==> config.mk <==
export PLATFORM = sky130hd
export DESIGN_NAME = rj_loader_flat
export DESIGN_NICKNAME = d
export VERILOG_FILES = /design/src/rtl/rj_loader_if.sv /design/src/rtl/rj_loader.sv /design/src/flat_wrapper.sv
export SDC_FILE = /design/constraint.sdc
export NUM_CORES = 1
export LEC_CHECK = 0
export BUFFER_PORTS_ARGS = -buffer_cell sky130_fd_sc_hd__buf_4
export CAP_MARGIN = 20
export CORE_ASPECT_RATIO = 1.75
export CORE_MARGIN = 5
export CORE_UTILIZATION = 45
export DETAILED_ROUTE_END_ITERATION = 8
export SLEW_MARGIN = 20
export SYNTH_ARGS = -nofsm -noshare
export SYNTH_HDL_FRONTEND = slang
export SYNTH_SLANG_ARGS = --single-unit
==> constraint.sdc <==
create_clock -name Sclk -period 1.95 [get_ports Sclk]
set_input_delay 0.0975 -clock Sclk [delete_from_list [all_inputs] [get_ports Sclk]]
set_output_delay 0.0975 -clock Sclk [all_outputs]
set_load 0.1 [all_outputs]
==> src/rtl/rj_loader_if.sv <==
// Rj loader bus: serial framed input side and Rj memory write-port side.
interface rj_loader_if;
  localparam int unsigned W_WORD = 16;
  localparam int unsigned W_ADDR = 4;

  logic              start;
  logic              frame;
  logic              sdata;
  logic              write_enable;
  logic [W_ADDR-1:0] rjwrite;
  logic [W_WORD-1:0] in_data;
  logic              busy;
  logic              rj_done;
  logic              sync_err;

  modport master (
    output start, frame, sdata,
    input  write_enable, rjwrite, in_data, busy, rj_done, sync_err
  );

  modport slave (
    input  start, frame, sdata,
    output write_enable, rjwrite, in_data, busy, rj_done, sync_err
  );
endinterface

==> src/rtl/rj_loader.sv <==
// Deserializes 16 framed MSB-first words and writes them to the 16-entry Rj memory.
module rj_loader (
  input  logic         Sclk,
  input  logic         Reset_n,
  rj_loader_if.slave   bus
);
  localparam int unsigned W_WORD = 16;
  localparam int unsigned W_ADDR = 4;
  localparam int unsigned W_BCNT = 4;
  localparam int unsigned W_WCNT = 5;

  typedef enum logic [1:0] {
    IDLE       = 2'd0,
    WAIT_FRAME = 2'd1,
    SHIFT      = 2'd2,
    DONE       = 2'd3
  } state_e;

  state_e              state_q, state_d;
  logic [W_WORD-1:0]   sh_q, sh_d;
  logic [W_BCNT-1:0]   bcnt_q, bcnt_d;
  logic [W_WCNT-1:0]   wcnt_q, wcnt_d;
  logic                we_q, we_d;
  logic [W_ADDR-1:0]   rjwrite_q, rjwrite_d;
  logic [W_WORD-1:0]   in_data_q, in_data_d;
  logic                busy_q, busy_d;
  logic                rj_done_q, rj_done_d;
  logic                sync_err_q, sync_err_d;
  logic                busy_now_c, busy_next_c;

  // Next-state, datapath and output decode.
  always_comb begin
    state_d    = state_q;
    sh_d       = sh_q;
    bcnt_d     = bcnt_q;
    wcnt_d     = wcnt_q;
    we_d       = 1'b0;
    rjwrite_d  = rjwrite_q;
    in_data_d  = in_data_q;
    sync_err_d = 1'b0;

    case (state_q)
      IDLE, DONE: begin
        if (bus.start) begin
          wcnt_d  = '0;
          state_d = WAIT_FRAME;
        end
      end
      WAIT_FRAME: begin
        if (bus.frame) begin
          sh_d    = {15'b0, bus.sdata};
          bcnt_d  = W_BCNT'(1);
          state_d = SHIFT;
        end
      end
      SHIFT: begin
        if (bus.frame) begin
          // Frame mid-word: drop the partial word and start capturing afresh.
          sync_err_d = 1'b1;
          sh_d       = {15'b0, bus.sdata};
          bcnt_d     = W_BCNT'(1);
        end else begin
          sh_d   = {sh_q[W_WORD-2:0], bus.sdata};
          bcnt_d = bcnt_q + W_BCNT'(1);
          if (bcnt_q == W_BCNT'(15)) begin
            we_d      = 1'b1;
            in_data_d = {sh_q[W_WORD-2:0], bus.sdata};
            rjwrite_d = wcnt_q[W_ADDR-1:0];
            wcnt_d    = wcnt_q + W_WCNT'(1);
            state_d   = (wcnt_q == W_WCNT'(15)) ? DONE : WAIT_FRAME;
          end
        end
      end
      default: state_d = IDLE;
    endcase

    // busy stays up through the final write cycle; rj_done rises one cycle after it.
    busy_now_c  = (state_q == WAIT_FRAME) || (state_q == SHIFT);
    busy_next_c = (state_d == WAIT_FRAME) || (state_d == SHIFT);
    busy_d      = busy_now_c || busy_next_c;
    rj_done_d   = (state_q == DONE) && (state_d == DONE);
  end

  always_ff @(posedge Sclk or negedge Reset_n) begin
    if (!Reset_n) begin
      state_q    <= IDLE;
      sh_q       <= '0;
      bcnt_q     <= '0;
      wcnt_q     <= '0;
      we_q       <= 1'b0;
      rjwrite_q  <= '0;
      in_data_q  <= '0;
      busy_q     <= 1'b0;
      rj_done_q  <= 1'b0;
      sync_err_q <= 1'b0;
    end else begin
      state_q    <= state_d;
      sh_q       <= sh_d;
      bcnt_q     <= bcnt_d;
      wcnt_q     <= wcnt_d;
      we_q       <= we_d;
      rjwrite_q  <= rjwrite_d;
      in_data_q  <= in_data_d;
      busy_q     <= busy_d;
      rj_done_q  <= rj_done_d;
      sync_err_q <= sync_err_d;
    end
  end

  assign bus.write_enable = we_q;
  assign bus.rjwrite      = rjwrite_q;
  assign bus.in_data      = in_data_q;
  assign bus.busy         = busy_q;
  assign bus.rj_done      = rj_done_q;
  assign bus.sync_err     = sync_err_q;

endmodule

==> src/flat_wrapper.sv <==
// flat-port wrapper written by rule: the top's interface ports become plain ports
module rj_loader_flat 
  (Sclk, Reset_n, bus_start, bus_frame, bus_sdata, bus_write_enable, bus_rjwrite, bus_in_data, bus_busy, bus_rj_done, bus_sync_err);
  rj_loader_if bus_i ();
  input  logic Sclk;
  input  logic Reset_n;
  input wire logic [$bits(bus_i.start)-1:0] bus_start;
  input wire logic [$bits(bus_i.frame)-1:0] bus_frame;
  input wire logic [$bits(bus_i.sdata)-1:0] bus_sdata;
  output wire logic [$bits(bus_i.write_enable)-1:0] bus_write_enable;
  output wire logic [$bits(bus_i.rjwrite)-1:0] bus_rjwrite;
  output wire logic [$bits(bus_i.in_data)-1:0] bus_in_data;
  output wire logic [$bits(bus_i.busy)-1:0] bus_busy;
  output wire logic [$bits(bus_i.rj_done)-1:0] bus_rj_done;
  output wire logic [$bits(bus_i.sync_err)-1:0] bus_sync_err;
  assign bus_i.start = bus_start;
  assign bus_i.frame = bus_frame;
  assign bus_i.sdata = bus_sdata;
  assign bus_write_enable = bus_i.write_enable;
  assign bus_rjwrite = bus_i.rjwrite;
  assign bus_in_data = bus_i.in_data;
  assign bus_busy = bus_i.busy;
  assign bus_rj_done = bus_i.rj_done;
  assign bus_sync_err = bus_i.sync_err;
  rj_loader u_core (.Sclk(Sclk), .Reset_n(Reset_n), .bus(bus_i));
endmodule
=== Yosys cells after proc, flatten, opt, wreduce, memory -nomap -nowiden ===
Cells that the tools add are included.
W data, S select, Z words.

* Word-level logic and storage cells: 57
* Bits in registers: 50
* Output and inout port bits: 24
* Bits of input ports: 5

* Multiplexer cells: 21
* Equal/unequal tests: 12
* Bitwise operators: 1
* $add $sub $neg: 2
* Reductions and logical operators: 11

{| class="wikitable"
|+ Operators with widths
! cell !! number
|-
| $mux W15 || 2
|-
| $pmux W15 S2 || 1
|-
| $mux W5 || 3
|-
| $mux W2 || 5
|-
| $pmux W5 S2 || 1
|-
| $eq A2 B2 Y1 const B || 4
|-
| $mux W4 || 2
|-
| $pmux W4 S2 || 1
|-
| $ne A2 B2 Y1 const B || 3
|-
| $pmux W2 S3 || 1
|-
| $add A5 B1 Y5 const B || 1
|-
| $eq A5 B4 Y1 const B || 1
|-
| $mux W1 || 5
|-
| $add A4 B1 Y4 const B || 1
|-
| $eq A2 B1 Y1 const B || 2
|-
| $eq A4 B4 Y1 const B || 1
|-
| $reduce_and A4 Y1 || 1
|-
| $reduce_bool A2 Y1 || 2
|-
| $logic_or A1 B1 Y1 || 3
|-
| $reduce_and A3 Y1 || 1
|-
| $logic_not A2 Y1 || 1
|-
| $ne A2 B1 Y1 const B || 1
|-
| $reduce_and A2 Y1 || 1
|-
| $reduce_or A2 Y1 || 1
|-
| 2 further kinds || 2
|}

=== Longest topological paths before layout ===
Gate-level depths: netlist of run 1.

* Depth after elaboration: 8
* Depth in mapped cells: 9
* Depth with buffers taken out: 8

=== Least setup slack after synthesis of run 1 ===
Ideal clock, no wire load.

* Kind: register -> register
* Start point: register u_core.state_q[0]
* End point: register u_core.busy_q, in the netlist u_core.bus.busy
* Cell stages (with the launch flop): 10
* Clock period less this slack: 1.795 ns
* Arrival: 1.674 ns
* Path buffers: 1
* Setup time: 0.122 ns
* Required time: 1.828 ns
* Slack: 0.155 ns
* Cell sequence: dfrtp_1 -> inv_1 -> ha_1 -> nand2b_2 -> nor2_2 -> buf_4 -> nor3_1 -> a21oi_1 -> ha_1 -> nand2b_1

* Cells in the longest elaborated chain, start to end: 6
* Elaborated cells between the ends (all ways): 15
* Those cells by class: eq/ne: 5; mux: 5; reduce/logical: 5

{| class="wikitable"
|+ Ends and longest elaborated chain
! element !! line !! source
|-
| from (decl) || rj_loader.sv:19 || <nowiki>state_e state_q, state_d;</nowiki>
|-
| from (signal assigned) || rj_loader.sv:97 || <nowiki>state_q <= state_d;</nowiki>
|-
| $eq A2 B2 Y1, or another cell as far along || rj_loader.sv:42 || <nowiki>case (state_q)</nowiki>
|-
| $reduce_or A2 Y1 or $mux W2 (tied branches) || rj_loader.sv:42, rj_loader.sv:57 ||
|-
| $pmux W2 S3 * || rj_loader.sv:42 ||
|-
| net u_core.state_d[0] || rj_loader.sv:19 ||
|-
| $eq A2 B1 Y1 or $eq A2 B2 Y1 (tied branches) || rj_loader.sv:79 || <nowiki>busy_next_c = (state_d == WAIT_FRAME) || (state_d == SHIFT);</nowiki>
|-
| $logic_or A1 B1 Y1 * || rj_loader.sv:79 ||
|-
| $logic_or A1 B1 Y1 * || rj_loader.sv:80 || <nowiki>busy_d = busy_now_c || busy_next_c;</nowiki>
|-
| net u_core.busy_d || rj_loader.sv:26 || <nowiki>logic busy_q, busy_d;</nowiki>
|-
| to (signal assigned) || rj_loader.sv:104 || <nowiki>busy_q <= busy_d;</nowiki>
|-
| to (decl) || rj_loader.sv:26 ||
|}

Mark *: on every way through the listed nets, which the timed path passes. The rest lies on a longest branch.
A chain may end at the register's enable or synchronous reset.

=== Final worst setup path of run 1 ===
* Start point: register u_core.state_q[0]
* End point: register u_core.busy_q, in the netlist u_core.bus.busy

* Cells in the longest elaborated chain, start to end: 6
* Elaborated cells between the ends (all ways): 15
* Those cells by class: eq/ne: 5; mux: 5; reduce/logical: 5

{| class="wikitable"
|+ Ends and longest elaborated chain
! element !! line
|-
| $eq A2 B2 Y1 or $logic_not A2 Y1 (tied branches) || rj_loader.sv:42
|-
| $reduce_or A2 Y1 || rj_loader.sv:42
|-
| $pmux W2 S3 * || rj_loader.sv:42
|-
| net u_core.state_d[1] || rj_loader.sv:19
|-
| $eq A2 B1 Y1 or $eq A2 B2 Y1 (tied branches) || rj_loader.sv:79
|-
| $logic_or A1 B1 Y1 * || rj_loader.sv:79
|-
| $logic_or A1 B1 Y1 * || rj_loader.sv:80
|-
| net u_core.busy_d || rj_loader.sv:26
|}

Marks and branches as above.

==> results of run 1 <==
[state kept, by name, indices dropped and copies added, names as in the netlist]
register	count
u_core.bus.in_data	16
u_core.sh_q	15
u_core.wcnt_q	5
u_core.bcnt_q	4
u_core.bus.rjwrite	4
u_core.state_q	2
u_core.bus.busy	1
u_core.bus.rj_done	1
u_core.bus.sync_err	1
u_core.bus.write_enable	1
[worst paths after layout]
check                                                        from                           endpoint  slack, ps  cells after the start
worst max-delay path                  u_core.state_q[0]$_DFF_PN0_          u_core.bus.busy$_DFF_PN0_        120                      7
worst min-delay path                                    bus_sdata         u_core.sh_q[0]$_DFFE_PN0P_         40                      2
worst max register to register        u_core.state_q[0]$_DFF_PN0_          u_core.bus.busy$_DFF_PN0_        120                      7
worst min register to register  u_core.bus.in_data[0]$_DFFE_PN0P_  u_core.bus.in_data[0]$_DFFE_PN0P_        510                      1
max in group asynchronous                                 Reset_n         u_core.sh_q[7]$_DFFE_PN0P_       1170                      2
min in group asynchronous                                 Reset_n      u_core.bus.sync_err$_DFF_PN0_        350                      2
[area by class of cell]
type	instances	share of cell area [%]
Inverter	3	0.444
Sequential cell	50	49.4
Timing Repair Buffer	37	11.1
Clock buffer	6	2.86
Tap cell	52	2.57
Clock inverter	1	0.296
Multi-Input combinational cell	100	33.4
[cells in the final DEF (no fill, tap or decap), drive strengths merged, types with 2 or more instances in the layout]
cell / synthesis / routed
a21oi: 3 / 3
a22o: 18 / 18
and2: 3 / 3
buf: 7 / 36
clkbuf: 0 / 6
dfrtp: 50 / 50
ha: 7 / 7
inv: 3 / 3
mux2: 21 / 21
mux2i: 2 / 2
nand2: 7 / 7
nand2b: 3 / 3
nand3: 2 / 2
nor2: 4 / 4
nor2b: 3 / 3
nor3: 3 / 3
o21ai: 12 / 12
o311ai: 2 / 2
[cell families (layout without fill, tap and decap cells)]
| group | after synthesis | in the layout |
|---|---|---|
| buffers and inverters | 10 | 47 |
| AOI/OAI and AO/OA | 39 | 39 |
| and+or+nand+nor | 31 | 31 |
| adders and majority gates | 7 | 7 |
| muxes | 23 | 23 |
| DFF | 50 | 50 |
[worst reg2reg max path: cells and delay by family (launching register included)]
kind / cells / cell delay [ps]
adder cells (fa/ha/maj): 2 / 480
flip-flops: 1 / 430
AND/OR/NAND/NOR: 2 / 300
buffers and inverters: 2 / 300
AO/OA/AOI/OAI: 1 / 220
[per-stage QoR]
| step | instances | utilization [%] | hold WS, ps |
|---|---|---|---|
| after CTS | 249 | 53.7 | 31.3 |
| after detailed placement | 241 | 51.8 | 164 |
| after global placement | 241 | 51.8 | 156 |
| after global routing | 249 | 54.3 | 26.7 |
| after floorplan | 160 | - | -198 |
| final | 249 | 54.3 | 42.2 |
[power by group through the flow]
stage               clock network (uW)  registers, uW  logic [uW]
detailed placement                   0           1190         669
finish                             563           1180         722
global route                       642           1190         791
global placement                     0           1190         638
CTS                                595           1170         672
floorplan                            0           1270         426
[per-layer routing]
| metal | GRT usage [%] | vias up |
|---|---|---|
| met5 | 0 | - |
| met1 | 19.5 | 713 |
| met2 | 23.3 | 24 |
| met3 | 2.69 | 4 |
| li1 | - | 653 |
| met4 | 5.88 | 0 |
[what timing repair did]
action | 4_1_cts | 5_1_grt
hold endpoints to repair | 50 | 0
resized for setup | 0 | 9
hold buffers | 1 | 0
setup endpoints to repair | 0 | 22
==> reports/results.ini, run 1 <==
[yosys]
yosys.area.top_type=dfrtp_1
synth_fa_ha_area_share_pct=4.10
synth_area_um2=2130
synth-seq-cells=50
ys_seq_area_share_pct=58.6
synthesis.nets=172
synthXorXnorAreaFrac_pct=0
yosysWarnings=0
syn_area_per_cell_um2=13.3
yosysTopAreaCellShare_pct=58.6
yosysMostFrequentCell=dfrtp_1
ys_async_sr_fraction_pct=100
ys.flop_type=dfrtp_1
synthCells=160
synth_area_leaders=dfrtp_1 59%, mux2_2 11%, a22o_1 7.0%
synth.distinct_cells=34
synth_top_family_by_area=compound AO/OA/AOI/OAI gates
synth-edff-count=0
synth_compound_area_share_pct=13.2
synth_commonest_cells=50 x dfrtp_1, 21 x mux2_2, 17 x a22o_1
synth-simple-area-share_pct=8.79
synth.area.mux_share_pct=12.2

[drt]
drtIter0Drc=49
avgViaCountPerCell=5.60
vias=1394
route.met2.wl_mm=2.16
wl_met3_um=111
drc=0
drt-total-wl_mm=4.07
m1WireLength_mm=1.72
drt-wirelength-per-cell_um=16.3
highest_layer=met4
ant_nets=0
drt-pass1-iter-count=4

[sta]
fin_worst_skew_ps=6.36
relSlewSlack_pct=58.2
tns_ps=0
rsz0062_at_grt=no
setup_viol=0
tightest_slew_ps=627
min_period_ps=1830
setup_slack_ps=115
max_freq_mhz=545
hold_viol_final=0
slew_viol_final=0
fin_crit_sh_pct=94.1

[grt]
grt-ovfl-total=0
gr-usage-all-layers_pct=14.7
grt_first_pass_wirelength_mm=6.99
antenna_found_initial=0
grt_max_degree=51
grt_pass1_vias=1467

[worst_setup_path]
slowest_delay_ps=430
cp_common_cell=nand2b_1
cp.buffers_inverters=2
cp.arrival_ps=2020
crit_path_start_kind=flop
critPathMaxFanout=5
required_ps=2130
criticalPathCategory=reg2reg
endpoint_kind=flop
cp_top_family=adder cells
worstPathCellList=inv_1 -> ha_4 -> buf_4 -> nand2b_1 -> o211ai_1 -> ha_1 -> nand2b_1
cpMaxStageDelayCell=dfrtp_1

[power]
p_leak_uw=0.00128
pwr_density_cell_nw_per_um2=972
seqPwrFrac_pct=47.9
combinationalPowerShare_pct=29.3
p_sw_uw=819
clock_power_share_pct=22.8
internal-power_uw=1650
switching_share_pct=33.2
peakVddDrop_v=0.000743
finalPower_uw=2460

[clock_network]
numCtsBuffers=5
insertion_delay_ps=290
cts_max_path_buffers=2
root_buffer=clkbuf_8
clkTransAtPathRegs_ps=90
htree_levels=2
post_cts_buffers=0
clkSinkCount=50
cts_tree=built

[cells_and_area]
area_growth_pct=18.8
fin_nets=209
diodes=0
fillers=412
multi_input_area_um2=846
postLayoutCellArea_um2=2530
drive_gt1_share_pct=38.6
regArea_um2=1250

[flow_run]
maxCapViolCount=0

[floorplanning]
die_w_um=62.1
io_pins=29
die_h_um=101
core_area_um2=4670
initial_core_util_pct=45.7
die-area_um2=6270
rows=33

[place]
placed_cell_area_um2=2410
port_buffers=28
place_ws_ps=26.2
gp_congestion=0.826
dp_hpwl_mm=2.83

[status]
status=finished clean

[hold_path]
hp-class=in2reg

(Power assumes the default switching activity.)
==> run 2: changes to the inputs <==
Settings changed: PLACE_DENSITY_LB_ADDON set to 0.1.
==> reports/results.ini, run 2 (synthesis gave the netlist of run 1 again) <==
[cells_and_area]
final_core_util_pct=55.0
area_growth_pct=20.3
diodes=0
fillers=399
fin_nets=211
drive_gt1_share_pct=38.7
final_common_cell=dfrtp_1
largest_reg_flops=16
final_cell_mix=50 x dfrtp_1, 38 x buf_4, 21 x mux2_2, 17 x a22o_1, 12 x o21ai_0

[drt]
ant_nets=0
avgViaCountPerCell=5.74
drt-total-wl_mm=4.25
drtIter0Drc=42
drt-pass1-iter-count=4
vias=1440
drt-wirelength-per-cell_um=16.9
drc=0

[flow_run]
maxCapViolCount=0

[sta]
tightest_slew_ps=624
relSlewSlack_pct=58.4
setup_slack_ps=23.2
fin_worst_skew_ps=2.48
fin_crit_sh_pct=98.8
max_freq_mhz=519
min_period_ps=1930
setup_viol=0
slew_viol_final=0
hold_viol_final=0

[worst_setup_path]
r2r_start=u_core.state_q[1]$_DFF_PN0_
cp.arrival_ps=2120
reg2reg_slack_ps=20
critPathMaxFanout=5
criticalPathCategory=reg2reg
required_ps=2140
endpoint_kind=flop
cpMaxStageDelayCell=dfrtp_1
slowest_delay_ps=440
worstPathCellList=ha_2 -> buf_4 -> nor2b_1 -> o21ai_0 -> o211ai_1 -> ha_1 -> nand2b_1
ff2ff_path_depth=7
crit_path_start_kind=flop
regToRegEndpoint=u_core.bus.busy$_DFF_PN0_

[floorplanning]
rows=33
die-area_um2=6270
die_h_um=101
initial_core_util_pct=45.7
core_area_um2=4670
die_w_um=62.1
io_pins=29

[clock_network]
clkTransAtPathRegs_ps=90
cts_max_path_buffers=2
htree_levels=2
cts_tree=built
insertion_delay_ps=290
clkSinkCount=50
numCtsBuffers=5
root_buffer=clkbuf_8

[power]
pwr_density_cell_nw_per_um2=1040
peakVddDrop_v=0.000762
p_leak_uw=0.00131

[grt]
grt_first_pass_wirelength_mm=7.02
antenna_found_initial=0
gr-usage-all-layers_pct=14.8
grt_pass1_vias=1463
grt_max_degree=51
grt-ovfl-total=0

[hold_path]
hp-class=in2reg
min_from=bus_sdata
whs_path_depth=2
min_to=u_core.bus.in_data[0]$_DFFE_PN0P_

[place]
port_buffers=28
dp_hpwl_mm=2.94
place_ws_ps=6.87
gp_congestion=0.820

[status]
status=finished clean

==> run 2: routing by layer <==
layer  GRT usage (%)  wire (um)  vias to the layer above
li1                -          -                      659
met3            2.95        155                       10
met1            17.8       1660                      741
met2            24.8       2330                       30
met5               0          0                        -
met4            6.37        115                        0
==> run 2: how the worst max path moves through the flow <==
stage | startpoint | to | slack (ps)
after floorplan | u_core.state_q[0]$_DFF_PN0_ | u_core.bus.busy$_DFF_PN0_ | 150
after CTS | u_core.state_q[0]$_DFF_PN0_ | u_core.bus.busy$_DFF_PN0_ | 10
after global placement | u_core.state_q[0]$_DFF_PN0_ | u_core.bus.busy$_DFF_PN0_ | 110
after detailed placement | u_core.state_q[0]$_DFF_PN0_ | u_core.bus.busy$_DFF_PN0_ | 7
final | u_core.state_q[1]$_DFF_PN0_ | u_core.bus.busy$_DFF_PN0_ | 20
after global routing | u_core.state_q[0]$_DFF_PN0_ | u_core.bus.busy$_DFF_PN0_ | -70
==> run 2: timing repair <==
action / in CTS / in global routing
endpoints found under the hold margin: 50 / 0
setup endpoints to repair: 1 / 1
pin swaps: 1 / 1
setup buffers: 0 / 2
hold buffers: 1 / 0
gates resized for setup: 1 / 4
==> run 2: critical path: cells and delay by family (launching register included) <==
| kind | cells | cell delay (ps) |
|---|---|---|
| buf+inv | 1 | 130 |
| flops | 1 | 440 |
| simple gates | 2 | 190 |
| compound gates | 2 | 370 |
| fa+ha+maj | 2 | 690 |
==> run 2: metrics by stage <==
| stage | instance area [um2] | hold slack, ps | instances | TNS, ps | total power (uW) |
|---|---|---|---|---|---|
| floorplan | 2130 | -198 | 160 | 0 | 1690 |
| global placement | 2410 | 149 | 241 | 0 | 1830 |
| detailed placement | 2410 | 165 | 241 | 0 | 1860 |
| CTS | 2540 | 33.3 | 249 | 0 | 2610 |
| global route | 2570 | 40.1 | 251 | -71.5 | 2800 |
| finish | 2570 | 43.7 | 251 | 0 | 2660 |
==> run 2: cell type report <==
class	instances	area [um2]	share of cell area, %
Clock buffer	6	82.6	3.22
Timing Repair Buffer	39	295	11.5
Sequential cell	50	1250	48.7
Multi-Input combinational cell	100	832	32.4
Tap cell	52	65.1	2.53
Clock inverter	1	30.0	1.17
Inverter	3	11.3	0.439
==> run 2: where the power goes <==
group | switching (uW) | total, uW | internal, uW
Clock | 328 | 739 | 411
Combinational | 450 | 750 | 300
Sequential | 63.4 | 1170 | 1110
Total | 842 | 2660 | 1820
